<file path="src/rtl/mul_arbiter.sv">
// Round-robin arbiter that shares one shift-add multiplier slave among NREQ requesters.
// It grants one requester, issues its operands, waits for completion or a watchdog timeout, and returns the product.
module mul_arbiter #(
  parameter int NREQ    = 4,
  parameter int IDW     = 2,
  parameter int TIMEOUT = 64
) (
  input  logic                 clk,
  input  logic                 rst,
  input  logic [NREQ-1:0]      req,
  input  logic [NREQ*16-1:0]   a_in,
  input  logic [NREQ*16-1:0]   b_in,
  output logic [NREQ-1:0]      gnt,
  output logic                 done,
  output logic [IDW-1:0]       resp_id,
  output logic [31:0]          result,
  output logic                 err,
  output logic                 busy,
  output logic                 valid_signal,
  output logic                 start_calc,
  output logic [15:0]          A_out,
  output logic [15:0]          B_out,
  input  logic [31:0]          read_data,
  input  logic                 ready_signal
);

  localparam int WDW = $clog2(TIMEOUT + 1);

  typedef enum logic [2:0] {
    S_IDLE,
    S_ISSUE,
    S_WAIT_LOW,
    S_WAIT_HIGH,
    S_RESP
  } state_t;

  // Slave handshake: valid_signal and start_calc pulse together for exactly one
  // cycle (ISSUE). ready_signal is a level from the slave; it must first be seen
  // low (WAIT_LOW) before a high level (WAIT_HIGH) counts as completion.
  state_t           state;
  state_t           state_nx;

  logic [IDW-1:0]   ptr;
  logic [IDW-1:0]   id;
  logic [WDW-1:0]   wd;

  logic             found;
  logic [IDW-1:0]   pick;
  logic [15:0]      a_sel;
  logic [15:0]      b_sel;
  logic             wd_expired;

  logic [NREQ-1:0]  gnt_d;
  logic [15:0]      a_d;
  logic [15:0]      b_d;
  logic [IDW-1:0]   id_d;
  logic [IDW-1:0]   ptr_d;
  logic             valid_d;
  logic             done_d;
  logic [IDW-1:0]   resp_id_d;
  logic [31:0]      result_d;
  logic             err_d;
  logic [WDW-1:0]   wd_d;

  assign busy       = (state != S_IDLE);
  assign wd_expired = (wd == WDW'(TIMEOUT - 1));

  // Rotating search: for distance i, only the requester at (ptr + i) mod NREQ
  // matches, so the first hit is the nearest set bit after ptr.
  always_comb begin
    found = 1'b0;
    pick  = '0;
    for (int i = 1; i <= NREQ; i++) begin
      for (int k = 0; k < NREQ; k++) begin
        if (!found && req[k] && (ptr == IDW'((k - i + NREQ) % NREQ))) begin
          found = 1'b1;
          pick  = IDW'(k);
        end
      end
    end
  end

  always_comb begin
    a_sel = '0;
    b_sel = '0;
    for (int k = 0; k < NREQ; k++) begin
      if (pick == IDW'(k)) begin
        a_sel = a_in[16*k +: 16];
        b_sel = b_in[16*k +: 16];
      end
    end
  end

  // State register together with all registered outputs.
  always_ff @(posedge clk) begin
    if (rst) begin
      state        <= S_IDLE;
      gnt          <= '0;
      A_out        <= '0;
      B_out        <= '0;
      id           <= '0;
      ptr          <= IDW'(NREQ - 1);
      valid_signal <= 1'b0;
      start_calc   <= 1'b0;
      done         <= 1'b0;
      resp_id      <= '0;
      result       <= '0;
      err          <= 1'b0;
      wd           <= '0;
    end else begin
      state        <= state_nx;
      gnt          <= gnt_d;
      A_out        <= a_d;
      B_out        <= b_d;
      id           <= id_d;
      ptr          <= ptr_d;
      valid_signal <= valid_d;
      start_calc   <= valid_d;
      done         <= done_d;
      resp_id      <= resp_id_d;
      result       <= result_d;
      err          <= err_d;
      wd           <= wd_d;
    end
  end

  always_comb begin
    state_nx = state;
    case (state)
      S_IDLE:      if (found) state_nx = S_ISSUE;
      S_ISSUE:     state_nx = S_WAIT_LOW;
      S_WAIT_LOW: begin
        if (!ready_signal)   state_nx = S_WAIT_HIGH;
        else if (wd_expired) state_nx = S_RESP;
      end
      S_WAIT_HIGH: begin
        if (ready_signal)    state_nx = S_RESP;
        else if (wd_expired) state_nx = S_RESP;
      end
      S_RESP:      state_nx = S_IDLE;
      default:     state_nx = S_IDLE;
    endcase
  end

  // Next values of the registered outputs, decoded from the current state and transition.
  always_comb begin
    gnt_d     = gnt;
    a_d       = A_out;
    b_d       = B_out;
    id_d      = id;
    ptr_d     = ptr;
    valid_d   = 1'b0;
    done_d    = 1'b0;
    resp_id_d = resp_id;
    result_d  = result;
    err_d     = err;
    wd_d      = wd;
    case (state)
      S_IDLE: begin
        if (found) begin
          gnt_d   = NREQ'(1) << pick;
          a_d     = a_sel;
          b_d     = b_sel;
          id_d    = pick;
          ptr_d   = pick;
          valid_d = 1'b1;
        end
      end
      S_ISSUE: wd_d = '0;
      S_WAIT_LOW, S_WAIT_HIGH: begin
        wd_d = wd + WDW'(1);
        if (state_nx == S_RESP) begin
          done_d    = 1'b1;
          resp_id_d = id;
          // Completion wins over a timeout landing in the same cycle.
          if (state == S_WAIT_HIGH && ready_signal) begin
            result_d = read_data;
            err_d    = 1'b0;
          end else begin
            err_d    = 1'b1;
          end
        end
      end
      S_RESP: gnt_d = '0;
      default: ;
    endcase
  end

endmodule

</file>
<file path="config.mk">
export PLATFORM = sky130hd
export DESIGN_NAME = mul_arbiter
export DESIGN_NICKNAME = d
export VERILOG_FILES = /design/src/rtl/mul_arbiter.sv
export SDC_FILE = /design/constraint.sdc
export NUM_CORES = 1
export LEC_CHECK = 0
export ABC_CLOCK_PERIOD_IN_PS = 2100
export CORE_MARGIN = 2
export CORE_UTILIZATION = 39
export CTS_CLUSTER_DIAMETER = 120
export DETAILED_ROUTE_END_ITERATION = 8
export GPL_TIMING_DRIVEN = 0
export MAX_ROUTING_LAYER = met4
export PLACE_DENSITY = 0.82
export SYNTH_ARGS = -nofsm -noshare
export SYNTH_HDL_FRONTEND = slang
export SYNTH_SLANG_ARGS = --single-unit
</file>
<file path="constraint.sdc">
create_clock -name clk -period 2.1 [get_ports clk]
set_input_delay 0.315 -clock clk [delete_from_list [all_inputs] [get_ports clk]]
set_output_delay 0.315 -clock clk [all_outputs]
set_load 0.005 [all_outputs]
</file>
; After elaboration in Yosys (flattened, before gate mapping)
; Cells that the tools add are included.
[classes]
addsub = 1
mux = 50
shift = 1
n_reduce_logical = 60
eq_ne = 13
bitwise_logic = 2
[op_table]
columns = op, n
row1 = 16-bit 2-to-1 mux, 8
row2 = 1-bit logical AND, 32
row3 = 2-bit 2-to-1 mux, 14
row4 = 1-bit 2-to-1 mux, 20
row5 = 1-bit logical NOT, 15
row6 = 7-bit case mux with 2 select lines, 1
row7 = 3-bit 2-to-1 mux, 4
row8 = 3-bit case mux with 4 select lines, 1
row9 = 2-bit equality test (second input constant), 4
row10 = 4-bit case mux with 2 select lines, 1
row11 = 7-bit by 1-bit adder with 7-bit output (second input constant), 1
row12 = 7-bit by 6-bit equality test with 1-bit output (second input constant), 1
row13 = 3-bit by 2-bit equality test with 1-bit output (second input constant), 2
row14 = 3-bit equality test (second input constant), 2
row15 = 2-bit AND reduction, 3
row16 = 2-bit OR reduction, 3
row17 = 2-bit by 1-bit equality test with 1-bit output (second input constant), 2
row18 = 2-bit logical NOT, 2
row19 = 4-bit 2-to-1 mux, 1
row20 = 2-bit nonzero test, 2
row21 = 1-bit by 2-bit << shifter with 4-bit output (first input constant), 1
row22 = 3-bit by 1-bit equality test with 1-bit output (second input constant), 1
row23 = 3-bit logical NOT, 1
row24 = 3-bit AND reduction, 1
row25 = 3 further kinds, 4
[word_totals]
ff_bits = 87
wordCells = 139
inputBits = 167
output_inout_bits = 75

; Depth between registers and ports, before layout
[logic_depth]
word_depth = 68
mapped_depth = 8
depth_no_buf = 6

; Least setup slack after synthesis
; OpenSTA, ideal clock, no wires.
[synth_path]
path_kind = register to register
from = reg ptr[1]
to = reg B_out[11]
setup_slack_ps = 423
synth_period_minus_slack_ps = 1677
path_buffers = 2
setup_ps = 132
arrival_time_ps = 1545
stages_incl_launch_ff = 8
required_time_ps = 1968
path_cell_list = dfxtp_1 buf_4 inv_2 o32a_1 and2_1 buf_4 a2111oi_2 nor4_2
[synth_via]
elab_chain_cells = 68
word_cells_on_any_way = 90
cone_classes = eq/ne: 6 / mux: 35 / reduce/logical: 49
[synth_lines]
columns = element, line_no
row1 = start: declaration, 43  ; logic [IDW-1:0] ptr;
row2 = start signal: assignment, 102  ; ptr <= IDW'(NREQ - 1);
row3 = start signal: assignment, 116  ; ptr <= ptr_d;
row4 = 2-bit equality test, 75  ; if (!found && req[k] && (ptr == IDW'((k - i + NREQ) % NREQ))) begin
row5 = 1-bit logical AND, 75
row6 = 1-bit 2-to-1 mux, 75
row7 = 1-bit logical NOT, 75
row8 = 1-bit logical AND (2 in a row), 75
row9 = 1-bit 2-to-1 mux, 75
row10 = 1-bit logical NOT, 75
row11 = 1-bit logical AND (2 in a row), 75
row12 = [45 not listed], -
row13 = 1-bit logical NOT, 75
row14 = 1-bit logical AND (2 in a row), 75
row15 = 1-bit 2-to-1 mux, 75
row16 = 1-bit logical NOT, 75
row17 = 1-bit logical AND (2 in a row), 75
row18 = 2-bit 2-to-1 mux, 75
row19 = 2-bit logical NOT, 87  ; if (pick == IDW'(k)) begin
row20 = 16-bit 2-to-1 mux (4 in a row), 87
row21 = end signal: assignment, 100  ; B_out <= '0;
row22 = end signal: assignment, 114  ; B_out <= b_d;
row23 = end: declaration, 22  ; output logic [15:0] B_out,
; Several ways; a longest one is shown, not always the timed one.
; A chain may end at the register's enable or synchronous reset.

; Final worst setup path
[layout_path]
from = in req[3]
to = reg A_out[8]
[layout_via]
elab_chain_cells = 56
word_cells_on_any_way = 73
cone_classes = eq/ne: 3 / mux: 30 / reduce/logical: 40
[layout_lines]
columns = element, line_no
row1 = start: declaration, 10  ; input logic [NREQ-1:0] req,
row2 = 1-bit logical AND (2 in a row), 75
row3 = 1-bit 2-to-1 mux, 75
row4 = 1-bit logical NOT, 75
row5 = 1-bit logical AND (2 in a row), 75
row6 = 1-bit 2-to-1 mux, 75
row7 = 1-bit logical NOT, 75
row8 = 1-bit logical AND (2 in a row), 75
row9 = 1-bit 2-to-1 mux, 75
row10 = [32 not listed], -
row11 = 1-bit logical NOT, 75
row12 = 1-bit logical AND (2 in a row), 75
row13 = 1-bit 2-to-1 mux, 75
row14 = 1-bit logical NOT, 75
row15 = 1-bit logical AND (2 in a row), 75
row16 = 2-bit 2-to-1 mux, 75
row17 = 2-bit logical NOT, 87
row18 = 16-bit 2-to-1 mux (4 in a row), 87
row19 = end signal: assignment, 99  ; A_out <= '0;
row20 = end signal: assignment, 113  ; A_out <= a_d;
row21 = end: declaration, 21  ; output logic [15:0] A_out,
; Several ways; a longest one is shown, not always the timed one.

==> flow_summary.ini <==
[run_status]
status = complete, no violations

[sta]
rsz0062_at_grt = no
drv_slew = 0
finClkSkew_ns = 0.00924
fmax_mhz = 498
setup_viol = 0
fin_setup_tns_ns = 0
fin_crit_sh = 0.957
fin_hold_ws_ns = 0.408
worst_pin_slew_ns = 0.554
hold_viol_final = 0
slew_headroom = 0.631
period_needed_ns = 2.01

[placement]
dpl_cell_area_sq_um = 6840
io_buffers = 240
gp_congestion = 0.864
dpl.hpwl_um = 12900

[floorplanning]
core_sq_um = 10700
die_w_um = 109
die_area_sq_um = 11800
initial_core_util = 0.397
io_pins = 242
fp-row-count = 38
die_h_um = 109

[clock_tree]
clock_latency_ns = 0.37
cts_buffers = 9
hold_buffers = 0
clkTransAtPathRegs_ns = 0.09
cts_tree = done
cts_sinks = 87
cts_root_buf = clkbuf_8
cts_buffer_depth = 2
cts_max_level = 3

[pwr]
ir_worst_vdd_v = 0.000377
p_sw_frac = 0.328
p_switching_w = 0.00162
power_leakage_nw = 2.59
clockPowerShare = 0.255
power.internal_w = 0.00332
seqPwrFrac = 0.393
powerDensity_nw_per_um2 = 697
combPwrFrac = 0.352
power_w = 0.00495

[grt]
overflow = 0
grt_pass1_wl_um = 24400
grt_usage = 0.279
grt_pass1_vias = 4916
grt_max_degree = 18
antenna_found_initial = 0

[min_path]
hp-class = in -> reg

[final_layout]
areaGrowthSynthToFinish_pct = 66.5
drive_gt1_frac = 0.106
fillers = 904
ff_latch_area_sq_um = 1740
fin_nets = 921
multiInputGateArea_sq_um = 2290
final_util = 0.660
layout.cells.most_common = clkdlybuf4s50_1
postLayoutCellArea_sq_um = 7090
antenna_cells = 0
layout_common_cells = clkdlybuf4s50_1 (239), nand2_1 (105), dfxtp_1 (87)

[synth]
synthesis.area_sq_um = 4260
synth_ff_type = dfxtp_1
syn_inst = 501
yosysWarnings = 0
ys_seq_area_frac = 0.409
synth-seq-cells = 87
syn_nets = 669
synth_area_leaders = dfxtp_1 (41%), nand2_1 (9.2%), a21oi_1 (7.9%), a22oi_2 (6.2%), mux2i_1 (6.1%)
synth-edff-count = 0
synth_cell_types = 55
async_flop_share = 0
avgSynthCellArea_sq_um = 8.51
yosys.area.top_type = dfxtp_1
synth_top_area_share = 0.409

[setup_path]
critPathRequiredTime_ns = 2.35
path_max_fanout = 10
r2r_end = A_out[8]
timing.reg2reg.worst_path_depth = 6
crit_path_start_kind = primary input
crit_end = A_out[8]
critPathKind = in -> reg
crit_path_end_kind = flip-flop
cp-startpoint = req[3]
reg2reg_from = state[1]
cp.arrival_ns = 2.26
r2r_slack_ns = 0.13

[routing]
routedWlPerCell_um = 18.1
dr.pass1.iters = 4
wirelength_um = 16200
vias_per_cell = 5.45
vias = 4898
drc = 0
ant_nets = 0
drtIter0Drc = 261

[flow_run]
maxCapViolations = 0
cells by family (layout without fill, tap and decap cells):
| group | after synthesis | count (layout) | share of synthesized area |
|---|---|---|---|
| flops | 87 | 87 | 0.409 |
| fa+ha+maj | 1 | 1 | 0.00294 |
| simple gates | 180 | 180 | 0.188 |
| compound gates | 157 | 157 | 0.274 |
| mux | 29 | 29 | 0.0690 |
| buf+inv | 47 | 304 | 0.0572 |
sequential cells by signal, summed over array words and instances, names as in the netlist:
register    cells
A_out          16
B_out          16
done            1
err             1
gnt             4
id              2
ptr             2
resp_id         2
result         32
start_calc      1
state           3
wd              7
cell usage after synthesis, types with 2 or more instances:
master / instances
mux2i_1: 26
a221oi_1: 5
a2bb2oi_1: 5
o211ai_1: 2
nand3_1: 14
buf_6: 3
and3_1: 3
o221ai_1: 22
buf_4: 7
o21ai_0: 5
nor2b_1: 2
a21o_1: 3
a22oi_2: 21
a31oi_1: 2
nor2_1: 29
nand4_1: 4
o32ai_1: 5
buf_2: 15
clkbuf_1: 15
a22oi_1: 4
nor3_1: 8
nand2_1: 105
mux2_2: 3
dfxtp_1: 87
a21oi_1: 67
a311oi_1: 4
inv_1: 6
and2_1: 2
metal layers:
| metal | GRT usage | up-vias | wire (um) | share of wire |
|---|---|---|---|---|
| li1 | - | 2329 | - | - |
| met3 | 0.0506 | 51 | 1180 | 0.073 |
| met1 | 0.297 | 2274 | 6040 | 0.37 |
| met2 | 0.487 | 244 | 8300 | 0.51 |
| met5 | - | - | 0 | 0 |
| met4 | 0.158 | 0 | 711 | 0.044 |
critical path: stages:
cell	delay, ns
clkdlybuf4s50_1	0.61
and2b_1	0.23
o21ai_1	0.13
and2_1	0.17
buf_4	0.16
clkbuf_4	0.19
o221ai_1	0.32
a22oi_2	0.13
worst min-delay path by stage:
stage | start | end | slack (ns) | cells past startpoint
3_3_place_gp | result[3] | result[3] | 0.44 | 2
2_1_floorplan | id[1] | id[1] | 0.44 | 2
4_1_cts | rst | state[1] | 0.40 | 2
5_1_grt | rst | state[1] | 0.42 | 2
3_5_place_dp | result[3] | result[3] | 0.45 | 2
6_report | rst | state[1] | 0.41 | 2
power by group through the flow:
stage | Combinational [W] | Clock, W | Sequential, W
after CTS | 0.00173 | 0.00128 | 0.00194
after global placement | 0.00168 | 0 | 0.00197
after floorplan | 0.000826 | 0 | 0.00197
final | 0.00174 | 0.00126 | 0.00194
after detailed placement | 0.00172 | 0 | 0.00197
after global routing | 0.00188 | 0.00135 | 0.00197
layout make-up:
type,count,area share
multi-input cells,367,0.323
plain buffers,40,0.0333
well taps,140,0.0247
clock inverters,7,0.0122
repair buffers,241,0.340
flip-flops and latches,87,0.246
inverters,7,0.00370
clock buffers,9,0.0175
stage by stage:
step                cells  worst slack, ns
detailed placement    881           -0.395
global route          898          0.00191
CTS                   897           0.0186
global placement      881           -0.290
floorplan             501            0.423
finish                898           0.0908
what timing repair did:
| item | in CTS | in global routing |
|---|---|---|
| buffers inserted | 0 | 1 |
| setup endpoints to repair | 17 | 30 |
| resized for setup | 1 | 15 |
| pin swaps | 0 | 1 |
| hold endpoints to repair | 0 | 0 |
Power figures use the tool's default switching activity.
